--- src/rtl/mmio_hub_pkg.sv ---
// ============================================================================
// mmio_hub_pkg : MMIO window offsets, TO_HOST status bits, register decode
// Rev 1.0
// ============================================================================
`default_nettype none

package mmio_hub_pkg;

  localparam logic [3:0]  MMIO_TAG       = 4'hf;

  localparam logic [15:0] MMIO_HALT      = 16'h0000;
  localparam logic [15:0] MMIO_TO_HOST   = 16'h0004;
  localparam logic [15:0] MMIO_LED       = 16'h0008;
  localparam logic [15:0] MMIO_SEG7      = 16'h000C;
  localparam logic [15:0] MMIO_BTN       = 16'h0010;
  localparam logic [15:0] MMIO_SW        = 16'h0014;
  localparam logic [15:0] MMIO_LFSR      = 16'h0018;
  localparam logic [15:0] MMIO_CPU_FREQ  = 16'h001C;
  localparam logic [15:0] MMIO_TXQ_LVL   = 16'h0020;
  localparam logic [15:0] MMIO_TIMER_LO  = 16'h0024;
  localparam logic [15:0] MMIO_TIMER_HI  = 16'h0028;
  localparam logic [15:0] MMIO_TIMER_CMP = 16'h002C;

  localparam int TOHOST_NOTFULL_BIT = 0;
  localparam int TOHOST_OVF_BIT     = 1;

  typedef enum logic [3:0] {
    SEL_NONE,
    SEL_HALT,
    SEL_TO_HOST,
    SEL_LED,
    SEL_SEG7,
    SEL_BTN,
    SEL_SW,
    SEL_LFSR,
    SEL_CPU_FREQ,
    SEL_TXQ_LVL,
    SEL_TIMER_LO,
    SEL_TIMER_HI,
    SEL_TIMER_CMP
  } reg_sel_e;

  // Only exact word offsets select a register; anything else is unmapped.
  function automatic reg_sel_e mmio_decode(input logic [15:0] offs);
    case (offs)
      MMIO_HALT:      return SEL_HALT;
      MMIO_TO_HOST:   return SEL_TO_HOST;
      MMIO_LED:       return SEL_LED;
      MMIO_SEG7:      return SEL_SEG7;
      MMIO_BTN:       return SEL_BTN;
      MMIO_SW:        return SEL_SW;
      MMIO_LFSR:      return SEL_LFSR;
      MMIO_CPU_FREQ:  return SEL_CPU_FREQ;
      MMIO_TXQ_LVL:   return SEL_TXQ_LVL;
      MMIO_TIMER_LO:  return SEL_TIMER_LO;
      MMIO_TIMER_HI:  return SEL_TIMER_HI;
      MMIO_TIMER_CMP: return SEL_TIMER_CMP;
      default:        return SEL_NONE;
    endcase
  endfunction

endpackage

`default_nettype wire

--- src/rtl/mmio_hub_fifo.sv ---
// ============================================================================
// sync_byte_fifo : circular-buffer FIFO, extra pointer MSB separates full/empty
// Rev 1.0
// ============================================================================
`default_nettype none

module sync_byte_fifo #(
  parameter int WIDTH = 8,
  parameter int DEPTH = 16
) (
  input  logic                     clk,
  input  logic                     rst,
  input  logic                     push_i,
  input  logic [WIDTH-1:0]         data_i,
  input  logic                     pop_i,
  output logic [WIDTH-1:0]         data_o,
  output logic                     full_o,
  output logic                     empty_o,
  output logic [$clog2(DEPTH):0]   count_o
);

  localparam int AW = $clog2(DEPTH);

  logic [WIDTH-1:0] mem_q [DEPTH];
  logic [AW:0]      wptr_q;
  logic [AW:0]      rptr_q;
  logic             w_do_push;
  logic             w_do_pop;

  assign full_o  = (wptr_q[AW] != rptr_q[AW]) && (wptr_q[AW-1:0] == rptr_q[AW-1:0]);
  assign empty_o = (wptr_q == rptr_q);
  assign count_o = wptr_q - rptr_q;
  assign data_o  = mem_q[rptr_q[AW-1:0]];

  assign w_do_pop  = pop_i && !empty_o;
  // A push into a full queue is still taken when the head leaves on the same edge.
  assign w_do_push = push_i && (!full_o || w_do_pop);

  always_ff @(posedge clk) begin
    if (rst) begin
      wptr_q <= '0;
      rptr_q <= '0;
    end else begin
      if (w_do_push) wptr_q <= wptr_q + 1'b1;
      if (w_do_pop)  rptr_q <= rptr_q + 1'b1;
    end
  end

  always_ff @(posedge clk) begin
    if (w_do_push) mem_q[wptr_q[AW-1:0]] <= data_i;
  end

endmodule

`default_nettype wire

--- src/rtl/mmio_hub.sv ---
// ============================================================================
// mmio_hub : MMIO register hub with buffered UART TX; cycle timer when MMIO_TIMER_EN
// Rev 1.0
// ============================================================================
`default_nettype none

module mmio_hub
  import mmio_hub_pkg::*;
#(
  parameter int          LED_W     = 16,
  parameter int          SW_W      = 16,
  parameter int          BTN_W     = 5,
  parameter int          TXQ_DEPTH = 16,
  parameter logic [31:0] CPU_FREQ  = 32'd60000000
) (
  input  logic             clk,
  input  logic             rst,
  input  logic             oe,
  input  logic [15:0]      addr,
  input  logic [31:0]      wdata,
  input  logic [3:0]       we,
  output logic [31:0]      rdata,
  output logic             valid,
  output logic             halt,
  output logic [LED_W-1:0] led,
  output logic [31:0]      seg7,
  input  logic [BTN_W-1:0] btn,
  input  logic [SW_W-1:0]  sw,
  input  logic [31:0]      rnd,
  output logic [7:0]       tx_data,
  output logic             tx_we,
  input  logic             tx_ready,
  output logic             timer_irq
);

  localparam int CNT_W = $clog2(TXQ_DEPTH) + 1;

  logic [31:0]      rdata_q;
  logic             valid_q;
  logic             halt_q;
  logic [LED_W-1:0] led_q;
  logic [31:0]      seg7_q;
  logic [7:0]       tx_data_q;
  logic             tx_we_q;
  logic             ovf_q;

  reg_sel_e         w_sel;
  logic             w_store;
  logic             w_load;
  logic             w_push;
  logic             w_pop;
  logic             w_full;
  logic             w_empty;
  logic [7:0]       w_head;
  logic [CNT_W-1:0] w_count;
  logic [31:0]      w_rd_val;
  logic             w_unused;

  assign w_sel   = mmio_decode(addr);
  assign w_store = oe && we[0];
  assign w_load  = oe && !we[0];
  assign w_push  = w_store && (w_sel == SEL_TO_HOST);
  // Skipping the cycle after a strobe lets UARTTX drop tx_ready before the next pop.
  assign w_pop   = !w_empty && tx_ready && !tx_we_q;
  assign w_unused = &{1'b0, we[3:1]};

  sync_byte_fifo #(
    .WIDTH (8),
    .DEPTH (TXQ_DEPTH)
  ) u_txq (
    .clk     (clk),
    .rst     (rst),
    .push_i  (w_push),
    .data_i  (wdata[7:0]),
    .pop_i   (w_pop),
    .data_o  (w_head),
    .full_o  (w_full),
    .empty_o (w_empty),
    .count_o (w_count)
  );

`ifdef MMIO_TIMER_EN
  logic [63:0] timer_q;
  logic [31:0] cmp_q;
  logic [31:0] hi_latch_q;
  logic        irq_q;

  always_ff @(posedge clk) begin
    if (rst) begin
      timer_q    <= '0;
      cmp_q      <= 32'hFFFF_FFFF;
      hi_latch_q <= '0;
      irq_q      <= 1'b0;
    end else begin
      timer_q <= timer_q + 64'd1;
      if (w_store && (w_sel == SEL_TIMER_CMP)) begin
        cmp_q <= wdata;
        irq_q <= 1'b0;
      end else if (timer_q[31:0] == cmp_q) begin
        irq_q <= 1'b1;
      end
      // Upper half is frozen with the low read so a LO/HI pair is coherent.
      if (w_load && (w_sel == SEL_TIMER_LO)) hi_latch_q <= timer_q[63:32];
    end
  end

  assign timer_irq = irq_q;
`else
  assign timer_irq = 1'b0;
`endif

  always_comb begin
    w_rd_val = '0;
    case (w_sel)
      SEL_TO_HOST: begin
        w_rd_val[TOHOST_OVF_BIT]     = ovf_q;
        w_rd_val[TOHOST_NOTFULL_BIT] = !w_full;
      end
      SEL_LED:       w_rd_val = 32'(led_q);
      SEL_SEG7:      w_rd_val = seg7_q;
      SEL_BTN:       w_rd_val = 32'(btn);
      SEL_SW:        w_rd_val = 32'(sw);
      SEL_LFSR:      w_rd_val = rnd;
      SEL_CPU_FREQ:  w_rd_val = CPU_FREQ;
      SEL_TXQ_LVL:   w_rd_val = 32'(w_count);
`ifdef MMIO_TIMER_EN
      SEL_TIMER_LO:  w_rd_val = timer_q[31:0];
      SEL_TIMER_HI:  w_rd_val = hi_latch_q;
      SEL_TIMER_CMP: w_rd_val = cmp_q;
`endif
      default:       w_rd_val = '0;
    endcase
  end

  always_ff @(posedge clk) begin
    if (rst) begin
      rdata_q   <= '0;
      valid_q   <= 1'b0;
      halt_q    <= 1'b0;
      led_q     <= '0;
      seg7_q    <= '0;
      tx_data_q <= '0;
      tx_we_q   <= 1'b0;
      ovf_q     <= 1'b0;
    end else begin
      valid_q <= w_load;
      if (w_load) rdata_q <= w_rd_val;
      if (w_store) begin
        case (w_sel)
          SEL_HALT:    halt_q <= 1'b1;
          SEL_LED:     led_q  <= wdata[LED_W-1:0];
          SEL_SEG7:    seg7_q <= wdata;
          SEL_TXQ_LVL: ovf_q  <= 1'b0;
          default:     ;
        endcase
      end
      if (w_push && w_full && !w_pop) ovf_q <= 1'b1;
      tx_we_q <= w_pop;
      if (w_pop) tx_data_q <= w_head;
    end
  end

  assign rdata   = rdata_q;
  assign valid   = valid_q;
  assign halt    = halt_q;
  assign led     = led_q;
  assign seg7    = seg7_q;
  assign tx_data = tx_data_q;
  assign tx_we   = tx_we_q;

endmodule

`default_nettype wire

--- config.mk ---
export PLATFORM = sky130hd
export DESIGN_NAME = mmio_hub
export DESIGN_NICKNAME = d
export VERILOG_FILES = /design/src/rtl/mmio_hub_pkg.sv /design/src/rtl/mmio_hub_fifo.sv /design/src/rtl/mmio_hub.sv
export SDC_FILE = /design/constraint.sdc
export NUM_CORES = 1
export LEC_CHECK = 0
export ABC_AREA = 1
export BUFFER_PORTS_ARGS = -buffer_cell sky130_fd_sc_hd__buf_2
export CAP_MARGIN = 20
export CORE_ASPECT_RATIO = 0.5
export CORE_MARGIN = 1
export CORE_UTILIZATION = 29
export DETAILED_ROUTE_END_ITERATION = 10
export PLACE_DENSITY = 0.52
export SLEW_MARGIN = 0
export SYNTH_ARGS = -nofsm -noshare
export SYNTH_HDL_FRONTEND = slang
export SYNTH_SLANG_ARGS = --single-unit
export TNS_END_PERCENT = 10
--- constraint.sdc ---
create_clock -name clk -period 4.7 [get_ports clk]
set_input_delay 0.94 -clock clk [delete_from_list [all_inputs] [get_ports clk]]
set_output_delay 0.94 -clock clk [all_outputs]
set_load 0.02 [all_outputs]
# Yosys cells after proc, flatten, opt, wreduce, memory -nomap -nowiden
# Memory sizes are Yosys's and may differ from the RTL's. A register that Yosys moved wholly into a read port is not among the register bits.
# Cells that the tools add are included.
op_classes:
  n_eq_ne: 23
  n_mux: 8
  reduce_logical: 23
  n_shift: 0
  n_div: 0
  n_lt_le_gt_ge: 0
  multipliers: 0
  addsub: 3
  bitwise: 0
op_table:
  columns: ["op", "count"]
  rows:
  - ["30-bit one-hot mux with 7 select lines", 1]
  - ["16-bit by 5-bit == test with 1-bit output, second input constant", 4]
  - ["16-bit by 6-bit == test with 1-bit output, second input constant", 4]
  - ["4-bit one-hot mux with 12 select lines", 1]
  - ["16-bit by 4-bit == test with 1-bit output, second input constant", 2]
  - ["16-bit by 3-bit == test with 1-bit output, second input constant", 1]
  - ["4-bit by 3-bit == test with 1-bit output, second input constant", 4]
  - ["16-bit zero test", 1]
  - ["2-bit one-hot mux with 7 select lines", 1]
  - ["5-bit by 1-bit adder with 5-bit output, second input constant", 2]
  - ["1-bit logical AND", 10]
  - ["4-bit by 2-bit == test with 1-bit output, second input constant", 2]
  - ["4-bit == test, second input constant", 2]
  - ["2-bit AND reduction", 4]
  - ["5-bit == test", 1]
  - ["1-bit zero test", 5]
  - ["1-bit two-way mux", 5]
  - ["5-bit subtractor", 1]
  - ["4-bit by 1-bit == test with 1-bit output, second input constant", 1]
  - ["4-bit == test", 1]
  - ["2-bit nonzero test", 2]
  - ["1-bit logical OR", 1]
  - ["1-bit != test", 1]
totals:
  mem_bits_ro: 0
  mem_bits_rw: 128
  word_cells: 67
  n_memories: 1
  in_bits: 109
  regBits: 94
  output_inout_bits: 92
  latch_bits: 0
memory_table:
  columns: ["memory", "words", "width", "rd", "rd_ports_with_merged_regs", "wr", "line_no", "rtl"]
  rows:
  - ["u_txq.mem_q", 16, 8, 1, 1, 1, "mmio_hub_fifo.sv:24", "logic [WIDTH-1:0] mem_q [DEPTH];"]

# Logic depth before layout (Yosys ltp)
# Gate-level depths: netlist (run 1).
depth:
  word_depth: 9
  depth_mapped: 15
  ltp_nobuf: 14

# Cells and area by module
# Synthesis (run 1) repeated with hierarchy kept, for this count alone.
hier_totals:
  cells_unflattened: 1229
  hier_area_um2: 10661.5
modules_own_cells:
  columns: ["module", "instances", "seq_area_each_um2", "area_per_inst_um2", "cells_each"]
  rows:
  - ["sync_byte_fifo", 1, 4124.0, 6206.0, 585]
  - ["mmio_hub", 1, 1841.8, 4455.5, 644]

# Worst setup path after synthesis (run 1)
# Ideal clock, no wire load.
synth_path:
  path_type: "in2reg"
  startpoint: "input addr[15]"
  endpoint: "memory u_txq.mem_q[7][0] (enable)"
  cell_stages: 10
  n_path_buf: 1
  slack_ps: 2044
  arrival_ps: 2286
  required_ps: 4330
  setup_ps: 370
  cell_sequence: "nor2_1 -> nand2_1 -> nor2_2 -> buf_4 -> nand3_1 -> nor2_1 -> nand2_1 -> inv_2 -> nand2_1 -> nor2_1"
synth_via:
  elab_chain_len: 7
  word_cells_on_any_way: 18
  classes_between: "eq/ne (12); mux (3); reduce/logical (3)"
synth_lines:
  columns: ["element", "line_no", "rtl"]
  rows:
  - ["start: declaration", "mmio_hub.sv:19", "input logic [15:0] addr,"]
  - ["16-bit by 6-bit == test with 1-bit output, or another cell as far along", "mmio_hub_pkg.sv:45", "case (offs)"]
  - ["4-bit one-hot mux with 12 select lines *", "mmio_hub_pkg.sv:45", null]
  - ["4-bit by 2-bit == test with 1-bit output *", "mmio_hub.sv:62", "assign w_push = w_store && (w_sel == SEL_TO_HOST);"]
  - ["1-bit logical AND *", "mmio_hub.sv:62", null]
  - ["1-bit logical AND *", "mmio_hub_fifo.sv:37", "assign w_do_push = push_i && (!full_o || w_do_pop);"]
  - ["1-bit two-way mux *", "mmio_hub_fifo.sv:50", "if (w_do_push) mem_q[wptr_q[AW-1:0]] <= data_i;"]
  - ["1-bit two-way mux (implied by the code) *", "mmio_hub_fifo.sv:50", null]
  - ["end: declaration", "mmio_hub_fifo.sv:24", null]
# Mark *: on every way between the ends. The rest lies on a longest branch, timed or not.

# Final worst setup path (run 1)
layout_path:
  startpoint: "register u_txq.rptr_q[2]"
  endpoint: "memory u_txq.mem_q[8][0] (enable)"
layout_via:
  elab_chain_len: 9
  word_cells_on_any_way: 12
  classes_between: "eq/ne (2); mux (2); reduce/logical (8)"
layout_lines:
  columns: ["element", "line_no", "rtl"]
  rows:
  - ["start: declaration", "mmio_hub_fifo.sv:26", "logic [AW:0] rptr_q;"]
  - ["start signal: assignment", "mmio_hub_fifo.sv:45", "if (w_do_pop) rptr_q <= rptr_q + 1'b1;"]
  - ["5-bit == test", "mmio_hub_fifo.sv:31", "assign empty_o = (wptr_q == rptr_q);"]
  - ["1-bit zero test", "mmio_hub_fifo.sv:35, mmio_hub.sv:64", null]
  - ["1-bit logical AND (2 in a row)", "mmio_hub.sv:64", "assign w_pop = !w_empty && tx_ready && !tx_we_q;"]
  - ["1-bit logical AND", "mmio_hub_fifo.sv:35", "assign w_do_pop = pop_i && !empty_o;"]
  - ["1-bit logical OR *", "mmio_hub_fifo.sv:37", null]
  - ["1-bit logical AND *", "mmio_hub_fifo.sv:37", null]
  - ["1-bit two-way mux *", "mmio_hub_fifo.sv:50", null]
  - ["1-bit two-way mux (implied by the code) *", "mmio_hub_fifo.sv:50", null]
# Marked as above.

==> results.txt, run 1 <==
Core Util, Final - 0.364
Avg WL per Cell - 18.3 um
DRT iter0 DRCs - 567
DP HPWL - 21.2 mm
Reg2Reg Launch Point - u_txq.rptr_q[2]
Starting Density - 0.297
io pins - 201
Avg Vias per Cell - 4.94
Max Cap Viol - 0
post-layout minimum cycle time - 3.36 ns
setup repair bufs after CTS - 0
Crit Path Class - reg -> reg
CTS tree - built
area share of the largest cell type after synthesis - 0.388
library cells used by synthesis - 37
Layout area overhead - 22.4%
RSZ-0062 raised after global routing - false
clk root buf - clkbuf_16
Setup TNS Final - 0 ns
initial antenna violation count - 1
Slew Viols, Final - 0
Hold Buf Count CTS - 0
all-layer global routing usage - 0.175
cts bufs inserted - 24
path depth of the worst reg2reg path - 11
Async SR Flop Fraction - 0
FILL cells - 3354
final setup fails - 0
ys flop type - edfxtp_1
layout cells sized above 1 - 0.214
Max transition margin - 0.418
R2R setup slack - 1.34 ns
worst r2r dst - u_txq.mem_q[8][0]
first-pass GRT wire length - 48.0 mm
Leakage - 4.72 nW
Yosys top cell by area - edfxtp_1
Die Area - 0.0350 mm2
Final ANT Viol Nets - 0
startpoint types - flip-flop
fin crit share - 0.716
CP startpoint - u_txq.rptr_q[2]
flops & latches, synth - 230
register area - 0.00589 mm2
Die Wd - 263 um
largest net degree at the start of global routing - 68
Worst Tran Pin Value - 0.872 ns
total routed wirelength - 31.3 mm
Synth area leaders - edfxtp_1, dfxtp_1, o21ai_0
CP arrival - 3.50 ns
Placer Congestion - 0.921
EDFF count, synth - 128
area of the multi-input gates - 0.00350 mm2
Overflow after GRT - 0
most frequent cells after synthesis - nand2_1, o21ai_0, nor2_1
CP endpoint kind - flip-flop
Max VDD drop - 266 uV
Cell Area, Synth - 0.00991 mm2
fmax - 297 MHz
endpoints failing hold - 0
sequential share of the synthesized area - 0.594
clk_lat worst skew - 0.53 ns
# rows - 47
Power Dens Cells - 358 mW/mm2
crit path max fanout - 12
core area - 0.0333 mm2
Yosys warning count - 0
status - finished clean
clk sinks - 230
total number of vias - 8451
Worst Hold Class - reg -> reg
Net Count, Synth - 1196
DR DRC count - 0
drt first pass iters - 5
clk slew on worst S/H paths - 0.06 ns
Die Height - 133 um
Final nets - 1370
top-count cell post-synth - nand2_1
Max clock buf depth - 3
# port buffers - 196
Mapped Avg Cell Area - 9.20 um2
skew final - 0.0177 ns
htree depth - 1
Resize count post-CTS - 0
vias in the first global route - 8061
crit path capture - u_txq.mem_q[8][0]
required time of the critical path - 4.84 ns
cell count after synthesis - 1077
state kept, by name, summed over array words and instances, names as in the netlist:
register / cells
u_txq.rptr_q: 5
tx_data: 8
rdata: 32
ovf_q: 1
led: 16
halt: 1
tx_we: 1
u_txq.wptr_q: 5
valid: 1
u_txq.mem_q: 128
seg7: 32
layout by cell type (no fill, tap or decap), drive strengths merged, types with 2 or more instances in the layout:
| cell type | instances |
|---|---|
| buf | 215 |
| nand2 | 166 |
| o21ai | 148 |
| nor2 | 137 |
| edfxtp | 128 |
| dfxtp | 102 |
| a21oi | 86 |
| nand3 | 70 |
| inv | 64 |
| o22ai | 31 |
| clkbuf | 27 |
| nand4 | 23 |
| nor3 | 20 |
| clkinv | 12 |
| ha | 9 |
| a31oi | 8 |
| o21bai | 7 |
| xor2 | 3 |
| bufinv | 3 |
| o211ai | 2 |
report_power, final:
group          total, mW  internal [mW]  switching (mW)
Clock               1.94           1.12           0.815
Combinational      0.271         0.0877           0.183
Sequential          2.13           2.13         0.00554
Total               4.34           3.34            1.00
cell type report:
type | count | area share
Sequential cell | 230 | 0.485
Multi-Input combinational cell | 717 | 0.288
Timing Repair Buffer | 215 | 0.0959
Clock buffer | 27 | 0.0513
Tap cell | 441 | 0.0455
Inverter | 63 | 0.0195
Clock inverter | 17 | 0.0143
Antenna cell | 1 | 0.000206
worst max-delay path, stage by stage, from the launching register on:
cell and delay [ns]:
dfxtp_1 0.56, inv_1 0.31, ha_1 0.45, nand4_1 0.18
inv_1 0.06, nand2_1 0.07, nand3_1 0.14, nand2_1 0.09
nand2_1 0.14, inv_2 0.11, nand2_1 0.15, nor2_1 0.69
per-stage QoR:
step | std cells | total power, mW | area (um2) | worst slack, ns | hold slack (ns)
after CTS | 1708 | 4.37 | 12100 | 1.30 | 0.462
after global placement | 1664 | 2.44 | 11300 | 0.898 | 0.450
after global routing | 1711 | 4.49 | 12100 | 1.02 | 0.476
after floorplan | 1077 | 2.31 | 9910 | 2.04 | 0.439
after detailed placement | 1664 | 2.44 | 11300 | 0.868 | 0.453
final | 1711 | 4.34 | 12100 | 1.34 | 0.460
worst min path at each step:
stage | cells after the start | to | slack, ns | startpoint
2_1_floorplan | 2 | ovf_q | 0.44 | ovf_q
3_3_place_gp | 2 | rdata[25] | 0.45 | rdata[25]
3_5_place_dp | 2 | rdata[10] | 0.45 | rdata[10]
4_1_cts | 2 | rdata[10] | 0.46 | rdata[10]
5_1_grt | 2 | rdata[8] | 0.48 | rdata[8]
6_report | 2 | rdata[10] | 0.46 | rdata[10]
routing by layer:
metal | global-route usage | wire (um) | vias up
met5 | 0 | 0 | -
met4 | 0.0468 | 824 | 0
met3 | 0.0303 | 1580 | 49
met2 | 0.298 | 15000 | 236
met1 | 0.229 | 13900 | 4063
li1 | - | - | 4103
logic make-up (layout without fill, tap and decap cells):
logic type / Yosys count / count (layout) / share of synthesized area
AO/OA/AOI/OAI: 285 / 285 / 0.152
XOR/XNOR: 4 / 4 / 0.00354
adder cells (fa/ha/maj): 10 / 10 / 0.0134
buffers and inverters: 130 / 322 / 0.0544
flip-flops: 230 / 230 / 0.594
other: 1 / 2 / 0.000378
AND/OR/NAND/NOR: 417 / 417 / 0.182
No activity file was read; power rests on OpenSTA's default activity.
==> run 2: changes to the inputs <==
--- a/config.mk
+++ b/config.mk
@@ -12,7 +12,7 @@
 export CORE_MARGIN = 1
 export CORE_UTILIZATION = 29
 export DETAILED_ROUTE_END_ITERATION = 10
-export PLACE_DENSITY = 0.52
+export PLACE_DENSITY = 0.53
 export SLEW_MARGIN = 0
 export SYNTH_ARGS = -nofsm -noshare
 export SYNTH_HDL_FRONTEND = slang
==> constraint.sdc (replaced) <==
create_clock -name clk -period 2.8 [get_ports clk]
set_input_delay 0.56 -clock clk [delete_from_list [all_inputs] [get_ports clk]]
set_output_delay 0.56 -clock clk [all_outputs]
set_load 0.02 [all_outputs]
==> run 2 against run 1 <==
Clock power up 81%. Final cell count up 1.5%. Wire length down 0.19%. Critical path type unchanged. Clock-buffer cell count up 2. Flip-flop and latch count unchanged.
==> results.txt, run 2 (same netlist as run 1, synthesis figures left out) <==
status - finished clean
most common library cell in the layout ignoring fill and taps - buf_2
worst r2r dst - u_txq.rptr_q[3]
required time of the critical path - 3.22 ns
startpoint types - flip-flop
most frequent CP cell - inv_1
Die Area - 0.0350 mm2
fin crit share - 0.842
Crit Path Class - reg -> reg
Tot Pwr - 7.55 mW
Layout area overhead - 25.3%
Reg2Reg Launch Point - u_txq.rptr_q[1]
vias in the first global route - 8504
# port buffers - 196
RSZ-0062 raised after global routing - false
CP startpoint - u_txq.rptr_q[1]
fmax - 424 MHz
io pins - 201
FILL cells - 3340
htree depth - 1
Place WS - 0.167 ns
post-layout minimum cycle time - 2.36 ns
leading cell types in the layout, fill and taps excluded - buf_2, nand2_1, o21ai_0, nor2_1, edfxtp_1
Avg Vias per Cell - 4.92
Max clock buf depth - 3
core area - 0.0333 mm2
drt first pass iters - 5
CP arrival - 2.78 ns
Max Cap Viol - 0
Leakage - 4.89 nW
crit path max fanout - 15
cts bufs inserted - 23
all-layer global routing usage - 0.175
Crit path depth - 11
Slew Viols, Final - 0
Setup TNS Final - 0 ns
Sw Share - 0.219
Final nets - 1394
clk root buf - clkbuf_16
kind of cell adding the most delay to the critical path - buffers and inverters
crit-path cells - inv_1 -> ha_1 -> nand4_1 -> inv_1 -> nand2_1 -> nand3_1 -> buf_4 -> inv_1 -> nand4_1 -> o21ai_0 -> a21oi_1
first-pass GRT wire length - 48.0 mm
Max transition margin - 0.469
clk_lat worst skew - 0.53 ns
DP HPWL - 21.8 mm
Avg WL per Cell - 18.0 um
total number of vias - 8549
final setup fails - 0
sum of buffers and inverters on the critical path - 4
path depth of the worst reg2reg path - 11
CTS tree - built
sequential fraction of design power - 0.474
Power Dens Cells - 608 mW/mm2
Gate power share - 0.059
Starting Density - 0.297
Worst Tran Pin Value - 0.795 ns
setup repair bufs after CTS - 0
clk slew on worst S/H paths - 0.07 ns
Die Wd - 263 um
Hold Buf Count CTS - 0
DRT iter0 DRCs - 556
layout cells sized above 1 - 0.228
R2R setup slack - 0.44 ns
largest net degree at the start of global routing - 67
Die Height - 133 um
NetSw - 1.65 mW
Placer Congestion - 0.868
total routed wirelength - 31.3 mm
Worst Hold Class - in -> reg
number of flip-flops in the largest register - 128
endpoints failing hold - 0
CP endpoint kind - flip-flop
P_int - 5.89 mW
clock power share - 0.467
Resize count post-CTS - 0
initial antenna violation count - 3
worst setup margin - 0.441 ns
crit-path max cell delay - 0.32 ns
Final ANT Viol Nets - 0
crit path max-delay cell type - ha_1
Max VDD drop - 347 uV
skew final - 0.0123 ns
DR DRC count - 0
clk sinks - 230
Overflow after GRT - 0
# rows - 47
crit path capture - u_txq.rptr_q[3]
==> run 2: worst min-delay path by stage <==
| stage | depth (start not counted) | start | to | slack [ns] |
|---|---|---|---|---|
| after floorplan | 2 | ovf_q | ovf_q | 0.44 |
| after CTS | 3 | wdata[9] | led[9] | 0.28 |
| after global placement | 2 | halt | halt | 0.45 |
| after detailed placement | 2 | halt | halt | 0.45 |
| final | 3 | wdata[9] | led[9] | 0.31 |
| after global routing | 3 | wdata[9] | led[9] | 0.29 |
==> run 2: layout make-up <==
cell class              count  area, um2  share of cell area
clock inverters            13        231              0.0186
inverters                  63        236              0.0190
flip-flops and latches    230       5890               0.474
well taps                 441        552              0.0444
clock buffers              29        638              0.0514
multi-input cells         717       3500               0.281
repair buffers            240       1370               0.111
diodes                      3       7.51            0.000604
==> run 2: per-stage QoR <==
| step | std cells | util | hold WS, ns | instance area (um2) |
|---|---|---|---|---|
| after detailed placement | 1691 | 0.346 | 0.452 | 11500 |
| after global routing | 1735 | 0.372 | 0.289 | 12400 |
| after CTS | 1733 | 0.372 | 0.284 | 12400 |
| after floorplan | 1077 | - | 0.439 | 9910 |
| after global placement | 1691 | 0.346 | 0.449 | 11500 |
| final | 1736 | 0.373 | 0.308 | 12400 |
==> run 2: worst min-delay path: cells and delay by family <==
| kind | cells | cell delay [ns] |
|---|---|---|
| buffers and inverters | 1 | 0.10 |
| AND/OR/NAND/NOR | 2 | 0.13 |
==> run 2: layer usage <==
layer | global-route usage | wire length, um | part of all wire
met2 | 0.301 | 14800 | 0.47
met1 | 0.221 | 14000 | 0.45
met4 | 0.0614 | 994 | 0.032
met3 | 0.0316 | 1500 | 0.048
met5 | 0 | 0 | 0
==> run 2: power groups by stage <==
stage,Clock [mW],Combinational [mW],Sequential [mW]
after floorplan,0,0.212,3.66
after global placement,0,0.441,3.65
after detailed placement,0,0.449,3.65
after CTS,3.60,0.451,3.58
after global routing,3.73,0.495,3.57
final,3.52,0.448,3.58
